## config.mk

```make
export PLATFORM = sky130hd
export DESIGN_NAME = pipeline_hazard_ctrl_flat
export DESIGN_NICKNAME = d
export VERILOG_FILES = /design/src/rtl/pipeline_pkg.sv /design/src/rtl/pipeline_hazard_ctrl_if.sv /design/src/rtl/pipeline_hazard_ctrl_fwd_select.sv /design/src/rtl/pipeline_hazard_ctrl.sv /design/src/flat_wrapper.sv
export SDC_FILE = /design/constraint.sdc
export NUM_CORES = 1
export LEC_CHECK = 0
export CORE_AREA = 2 2 50 52
export CTS_CLUSTER_DIAMETER = 200
export DETAILED_ROUTE_END_ITERATION = 6
export DIE_AREA = 0 0 52 54
export PLACE_DENSITY = 0.78
export SYNTH_ARGS = -nofsm -noshare
export SYNTH_HDL_FRONTEND = slang
export SYNTH_SLANG_ARGS = --single-unit
```

## constraint.sdc

```tcl
create_clock -name clk -period 5.3 [get_ports clk]
set_input_delay 1.59 -clock clk [delete_from_list [all_inputs] [get_ports clk]]
set_output_delay 1.59 -clock clk [all_outputs]
set_load 0.01 [all_outputs]
```

## src/rtl/pipeline_pkg.sv

```systemverilog
// Shared types and constants for the 5-stage pipeline hazard controller.
package pipeline_pkg;

    localparam logic [1:0] FWD_RF  = 2'b00;
    localparam logic [1:0] FWD_EX  = 2'b01;
    localparam logic [1:0] FWD_MEM = 2'b10;
    localparam logic [1:0] FWD_WB  = 2'b11;

    localparam int unsigned CTRL_W = 25;

    typedef enum logic {
        ST_RUN  = 1'b0,
        ST_BUSY = 1'b1
    } state_e;

    // ID/EX control input as seen through the bubble mux.
    function automatic logic [CTRL_W-1:0] bubble_mux(input logic [CTRL_W-1:0] ctrl,
                                                     input logic              bubble);
        return bubble ? '0 : ctrl;
    endfunction

endpackage

```

## src/rtl/pipeline_hazard_ctrl_if.sv

```systemverilog
// Hazard-controller signal bundle between the pipeline datapath and the controller.
interface pipeline_hazard_ctrl_if;

    logic [4:0] id_rs;
    logic [4:0] id_rt;
    logic       id_rs_used;
    logic       id_rt_used;
    logic       id_is_muldiv;
    logic [4:0] ex_rd;
    logic [4:0] mem_rd;
    logic [4:0] wb_rd;
    logic       ex_regwrite;
    logic       mem_regwrite;
    logic       wb_regwrite;
    logic       ex_load;

    logic       pc_ld;
    logic       ifid_ld;
    logic       idex_bubble;
    logic [1:0] fwd_a;
    logic [1:0] fwd_b;
    logic       muldiv_start;
    logic       muldiv_busy;

    // Datapath side: reports pipeline contents, consumes enables and selects.
    modport master (
        output id_rs, id_rt, id_rs_used, id_rt_used, id_is_muldiv,
        output ex_rd, mem_rd, wb_rd, ex_regwrite, mem_regwrite, wb_regwrite, ex_load,
        input  pc_ld, ifid_ld, idex_bubble, fwd_a, fwd_b, muldiv_start, muldiv_busy
    );

    modport slave (
        input  id_rs, id_rt, id_rs_used, id_rt_used, id_is_muldiv,
        input  ex_rd, mem_rd, wb_rd, ex_regwrite, mem_regwrite, wb_regwrite, ex_load,
        output pc_ld, ifid_ld, idex_bubble, fwd_a, fwd_b, muldiv_start, muldiv_busy
    );

endinterface

```

## src/rtl/pipeline_hazard_ctrl_fwd_select.sv

```systemverilog
// Per-operand forwarding select: EX over MEM over WB over register file.
module fwd_select
    import pipeline_pkg::*;
(
    input  logic [4:0] operand,
    input  logic       used,
    input  logic [4:0] ex_rd,
    input  logic       ex_regwrite,
    input  logic [4:0] mem_rd,
    input  logic       mem_regwrite,
    input  logic [4:0] wb_rd,
    input  logic       wb_regwrite,
    input  logic       ex_load,
    output logic [1:0] sel,
    output logic       load_hit
);

    logic live;
    logic ex_hit;
    logic mem_hit;
    logic wb_hit;

    // $0 is hardwired, so it never needs a forwarded value.
    assign live    = used && (operand != 5'd0);
    assign ex_hit  = live && ex_regwrite && (ex_rd == operand);
    assign mem_hit = live && mem_regwrite && (mem_rd == operand);
    assign wb_hit  = live && wb_regwrite && (wb_rd == operand);

    always_comb begin
        sel      = FWD_RF;
        load_hit = ex_hit && ex_load;
        // A load in EX has no result yet; fall back to older stages.
        if (ex_hit && !ex_load) begin
            sel = FWD_EX;
        end else if (mem_hit) begin
            sel = FWD_MEM;
        end else if (wb_hit) begin
            sel = FWD_WB;
        end
    end

endmodule

```

## src/rtl/pipeline_hazard_ctrl.sv

```systemverilog
// Pipeline sequencing: load-use stall, mult/div front-end hold and ID operand forwarding.
module pipeline_hazard_ctrl
    import pipeline_pkg::*;
#(
    parameter int unsigned MULDIV_CYCLES = 8,
    parameter int unsigned CNT_W         = 8
) (
    input  logic                   clk,
    input  logic                   reset,
    pipeline_hazard_ctrl_if.slave  hz
);

    localparam logic [CNT_W-1:0] CNT_LOAD = CNT_W'(MULDIV_CYCLES - 1);

    state_e           state_q;
    logic [CNT_W-1:0] cnt_q;

    logic [1:0] sel_a;
    logic [1:0] sel_b;
    logic       load_hit_a;
    logic       load_hit_b;
    logic       load_use;

    fwd_select u_fwd_a (
        .operand      (hz.id_rs),
        .used         (hz.id_rs_used),
        .ex_rd        (hz.ex_rd),
        .ex_regwrite  (hz.ex_regwrite),
        .mem_rd       (hz.mem_rd),
        .mem_regwrite (hz.mem_regwrite),
        .wb_rd        (hz.wb_rd),
        .wb_regwrite  (hz.wb_regwrite),
        .ex_load      (hz.ex_load),
        .sel          (sel_a),
        .load_hit     (load_hit_a)
    );

    fwd_select u_fwd_b (
        .operand      (hz.id_rt),
        .used         (hz.id_rt_used),
        .ex_rd        (hz.ex_rd),
        .ex_regwrite  (hz.ex_regwrite),
        .mem_rd       (hz.mem_rd),
        .mem_regwrite (hz.mem_regwrite),
        .wb_rd        (hz.wb_rd),
        .wb_regwrite  (hz.wb_regwrite),
        .ex_load      (hz.ex_load),
        .sel          (sel_b),
        .load_hit     (load_hit_b)
    );

    assign load_use = load_hit_a || load_hit_b;

    // cnt counts remaining BUSY cycles; leave when the last one is reached.
    always_ff @(posedge clk) begin
        if (reset) begin
            state_q <= ST_RUN;
            cnt_q   <= '0;
        end else begin
            unique case (state_q)
                ST_RUN: begin
                    if (!load_use && hz.id_is_muldiv) begin
                        state_q <= ST_BUSY;
                        cnt_q   <= CNT_LOAD;
                    end
                end
                ST_BUSY: begin
                    if (cnt_q == CNT_W'(1)) begin
                        state_q <= ST_RUN;
                        cnt_q   <= '0;
                    end else begin
                        cnt_q <= cnt_q - CNT_W'(1);
                    end
                end
                default: begin
                    state_q <= ST_RUN;
                    cnt_q   <= '0;
                end
            endcase
        end
    end

    always_comb begin
        hz.pc_ld        = 1'b1;
        hz.ifid_ld      = 1'b1;
        hz.idex_bubble  = 1'b0;
        hz.muldiv_start = 1'b0;
        hz.muldiv_busy  = 1'b0;
        hz.fwd_a        = sel_a;
        hz.fwd_b        = sel_b;
        if (reset) begin
            // Pipeline registers clear themselves; keep the bubble in and selects neutral.
            hz.idex_bubble = 1'b1;
            hz.fwd_a       = FWD_RF;
            hz.fwd_b       = FWD_RF;
        end else if (state_q == ST_BUSY) begin
            hz.pc_ld       = 1'b0;
            hz.ifid_ld     = 1'b0;
            hz.idex_bubble = 1'b1;
            hz.muldiv_busy = 1'b1;
        end else if (load_use) begin
            hz.pc_ld       = 1'b0;
            hz.ifid_ld     = 1'b0;
            hz.idex_bubble = 1'b1;
        end else if (hz.id_is_muldiv) begin
            hz.muldiv_start = 1'b1;
        end
    end

endmodule

```

## src/flat_wrapper.sv

```systemverilog
// flat-port wrapper written by rule: the top's interface ports become plain ports
module pipeline_hazard_ctrl_flat import pipeline_pkg::*;
#(
    parameter int unsigned MULDIV_CYCLES = 8,
    parameter int unsigned CNT_W         = 8
)
  (clk, reset, hz_id_rs, hz_id_rt, hz_id_rs_used, hz_id_rt_used, hz_id_is_muldiv, hz_ex_rd, hz_mem_rd, hz_wb_rd, hz_ex_regwrite, hz_mem_regwrite, hz_wb_regwrite, hz_ex_load, hz_pc_ld, hz_ifid_ld, hz_idex_bubble, hz_fwd_a, hz_fwd_b, hz_muldiv_start, hz_muldiv_busy);
  pipeline_hazard_ctrl_if hz_i ();
  input  logic clk;
  input  logic reset;
  input wire logic [$bits(hz_i.id_rs)-1:0] hz_id_rs;
  input wire logic [$bits(hz_i.id_rt)-1:0] hz_id_rt;
  input wire logic [$bits(hz_i.id_rs_used)-1:0] hz_id_rs_used;
  input wire logic [$bits(hz_i.id_rt_used)-1:0] hz_id_rt_used;
  input wire logic [$bits(hz_i.id_is_muldiv)-1:0] hz_id_is_muldiv;
  input wire logic [$bits(hz_i.ex_rd)-1:0] hz_ex_rd;
  input wire logic [$bits(hz_i.mem_rd)-1:0] hz_mem_rd;
  input wire logic [$bits(hz_i.wb_rd)-1:0] hz_wb_rd;
  input wire logic [$bits(hz_i.ex_regwrite)-1:0] hz_ex_regwrite;
  input wire logic [$bits(hz_i.mem_regwrite)-1:0] hz_mem_regwrite;
  input wire logic [$bits(hz_i.wb_regwrite)-1:0] hz_wb_regwrite;
  input wire logic [$bits(hz_i.ex_load)-1:0] hz_ex_load;
  output wire logic [$bits(hz_i.pc_ld)-1:0] hz_pc_ld;
  output wire logic [$bits(hz_i.ifid_ld)-1:0] hz_ifid_ld;
  output wire logic [$bits(hz_i.idex_bubble)-1:0] hz_idex_bubble;
  output wire logic [$bits(hz_i.fwd_a)-1:0] hz_fwd_a;
  output wire logic [$bits(hz_i.fwd_b)-1:0] hz_fwd_b;
  output wire logic [$bits(hz_i.muldiv_start)-1:0] hz_muldiv_start;
  output wire logic [$bits(hz_i.muldiv_busy)-1:0] hz_muldiv_busy;
  assign hz_i.id_rs = hz_id_rs;
  assign hz_i.id_rt = hz_id_rt;
  assign hz_i.id_rs_used = hz_id_rs_used;
  assign hz_i.id_rt_used = hz_id_rt_used;
  assign hz_i.id_is_muldiv = hz_id_is_muldiv;
  assign hz_i.ex_rd = hz_ex_rd;
  assign hz_i.mem_rd = hz_mem_rd;
  assign hz_i.wb_rd = hz_wb_rd;
  assign hz_i.ex_regwrite = hz_ex_regwrite;
  assign hz_i.mem_regwrite = hz_mem_regwrite;
  assign hz_i.wb_regwrite = hz_wb_regwrite;
  assign hz_i.ex_load = hz_ex_load;
  assign hz_pc_ld = hz_i.pc_ld;
  assign hz_ifid_ld = hz_i.ifid_ld;
  assign hz_idex_bubble = hz_i.idex_bubble;
  assign hz_fwd_a = hz_i.fwd_a;
  assign hz_fwd_b = hz_i.fwd_b;
  assign hz_muldiv_start = hz_i.muldiv_start;
  assign hz_muldiv_busy = hz_i.muldiv_busy;
  pipeline_hazard_ctrl #(.MULDIV_CYCLES(MULDIV_CYCLES), .CNT_W(CNT_W)) u_core (.clk(clk), .reset(reset), .hz(hz_i));
endmodule
```

==> run summary <==
P per Cell Area: 178 nW/um2
Most instantiated library cell after synthesis: xor2_1
Die ar.: 2810 um2
Crit path time final: 5.19 ns
Site row count: 18
Reg-to-reg slack, setup: 3.34 ns
Post-synth top area share: 0.189
Top post-synthesis cells by area: dfxtp_1 (19%), xor2_1 (16%), xnor2_1 (13%)
Nets: 217
Worst setup EP type: output pin
CTS H-Tree Depth: 1
Dpl cell area: 1500 um2
Unrepaired setup endpoints after global routing: false
Number of antenna violations at the first check in global routing: 0
TritonCTS Sinks: 9
Reg2reg start: u_core.cnt_q[2]
Worst IR Drop VDD: 0.000103 V
Post-synth EDFFs: 0
Most used flip-flop cell after synthesis: dfxtp_1
First-pass GRT wire length: 4730 um
Worst-skew pair later-pin latency: 0.27 ns
Max-slew violations: 0
WS Path Type: in2out
WL/cell: 14.1 um
Input/output buffers: 42
Boundary Pins: 43
TritonRoute pass-1 iters: 4
Antenna Cells: 0
Worst EP required: 3.71 ns
Setup Skew: 0.00475 ns
Core area: 2320 um2
Total GRT Usage: 0.232
Cell Area, Synth: 955 um2
Syn Inst Count: 121
Largest net degree at the start of global routing: 11
Total gr overflow: 0
Drt initial violations: 22
CTS tree: built
Die width: 52 um
DR vias/cell: 5.40
Yosys Warn Count: 0
Setup crit start kind: primary input
Tot Pwr: 277 uW
Routed wire length: 2960 um
Worst-path clk slew: 0.06 ns
CP endpoint: hz_fwd_a[1]
Worst hold path type: reg2reg
Initial core utilization: 0.412
Worst-margin pin slew: 0.558 ns
Remaining DRCs: 0
Fmax: 0.193 GHz
Final setup vio count: 0
Die Ht: 54 um
Fin. Hold Viols: 0
Synth unique cells: 36
Sequential cell area fraction in the yosys report: 0.189
Ys async rst share: 0
Fin crit share: 0.980
Crit path launch: hz_id_rs[0]
CTS Hold Bufs: 0
Post-synth top area cell: dfxtp_1
Clock Tree Buf Depth: 2
Mapped Avg Cell Area: 7.89 um2
Vias in the first global route: 1135
Status: completed
Num CTS Buffers: 3
Remaining antenna violation count: 0
Routability congestion estimate from global placement: 0.828
P&R area growth vs syn: 62.9%
R2r endpoint: u_core.cnt_q[7]
Leakage: 0.624 nW
Share of layout cells above drive strength 1: 0.172
FF-to-FF path depth: 6
Critical path peak fanout: 3
Synth Register Bits: 9
Root Buffer: clkbuf_4
Arrival time of the worst setup path: 3.60 ns
Slew margin rel.: 0.624
Final Instance Area: 1560 um2
Min Hold Slack: 0.514 ns
Max-cap viol count: 0
Syn nets: 157
Synth top cells by count: xor2_1 (17), xnor2_1 (14), nor2_1 (13)
Via Count: 1135
Post-detail-place hpwl: 2430 um
==> area by class of cell <==
cell class              instances  area, um2
multi-input cells             104        756
flip-flops and latches          9        180
repair buffers                 58        537
well taps                      30       37.5
inverters                       5       18.8
fillers                       181        764
clock buffers                   4       26.3
==> report_power, final <==
| group | internal, mW | switching [mW] | leakage (nW) |
|---|---|---|---|
| clock | 0.0292 | 0.0264 | 0.0150 |
| combinational | 0.0705 | 0.0640 | 0.535 |
| sequential | 0.0770 | 0.0100 | 0.0741 |
| total | 0.177 | 0.100 | 0.624 |
==> placed cells by master, fill, tap and decap left out, types with 6 or more instances in the layout <==
cell type / n
clkdlybuf4s50_1: 32
buf_4: 16
xnor2_1: 14
nand3_1: 6
nor2_1: 13
dfxtp_1: 9
dlygate4sd2_1: 7
nand2_1: 6
xor2_1: 17
==> worst max-delay path, stage by stage <==
cell and delay, ns:
clkdlybuf4s50_1 0.43, or4_4 0.54, o21ai_2 0.13, nand4b_1 0.19, buf_4 0.14, nor2_1 0.04
a2111oi_2 0.22, dlygate4sd2_1 0.31
==> through the flow <==
stage                     instances  setup WS, ns  utilization  TNS [ns]
after floorplan                 121         0.632            -         0
after global placement          204        -0.130        0.645    -0.477
after detailed placement        204        -0.210        0.645    -0.746
after CTS                       209        0.0121        0.658         0
after global routing            210        0.0231        0.670         0
final                           210         0.107        0.670         0
==> metal layers <==
metal	up-vias	wire (um)	GRT usage
li1	558	-	-
met1	512	1150	0.237
met2	52	1520	0.435
met3	13	161	0.0250
met4	0	122	0.175
met5	-	0	0
==> worst min path at each step <==
| stage | from | cells past startpoint | endpoint |
|---|---|---|---|
| 2_1_floorplan | u_core.cnt_q[5] | 1 | u_core.cnt_q[5] |
| 3_3_place_gp | u_core.cnt_q[5] | 1 | u_core.cnt_q[5] |
| 3_5_place_dp | u_core.cnt_q[5] | 1 | u_core.cnt_q[5] |
| 4_1_cts | u_core.cnt_q[5] | 1 | u_core.cnt_q[5] |
| 5_1_grt | u_core.cnt_q[5] | 1 | u_core.cnt_q[5] |
| 6_report | u_core.cnt_q[5] | 1 | u_core.cnt_q[5] |
==> flip-flops by register name (all words and copies together), names as in the netlist <==
name / flops
u_core.state_q: 1
u_core.cnt_q: 8
==> kinds of logic after synthesis <==
logic type,Yosys count,share of synthesized area
adder cells (fa/ha/maj),2,0.0262
flip-flops,9,0.189
AO/OA/AOI/OAI,27,0.215
buffers and inverters,8,0.0433
XOR/XNOR,31,0.284
AND/OR/NAND/NOR,44,0.242
==> repair_timing <==
action	CTS	global route
endpoints found under the hold margin	0	0
pin swaps	3	3
setup buffers	1	1
endpoints found under the setup margin	8	4
resized for setup	10	6
(Power assumes the default switching activity.)
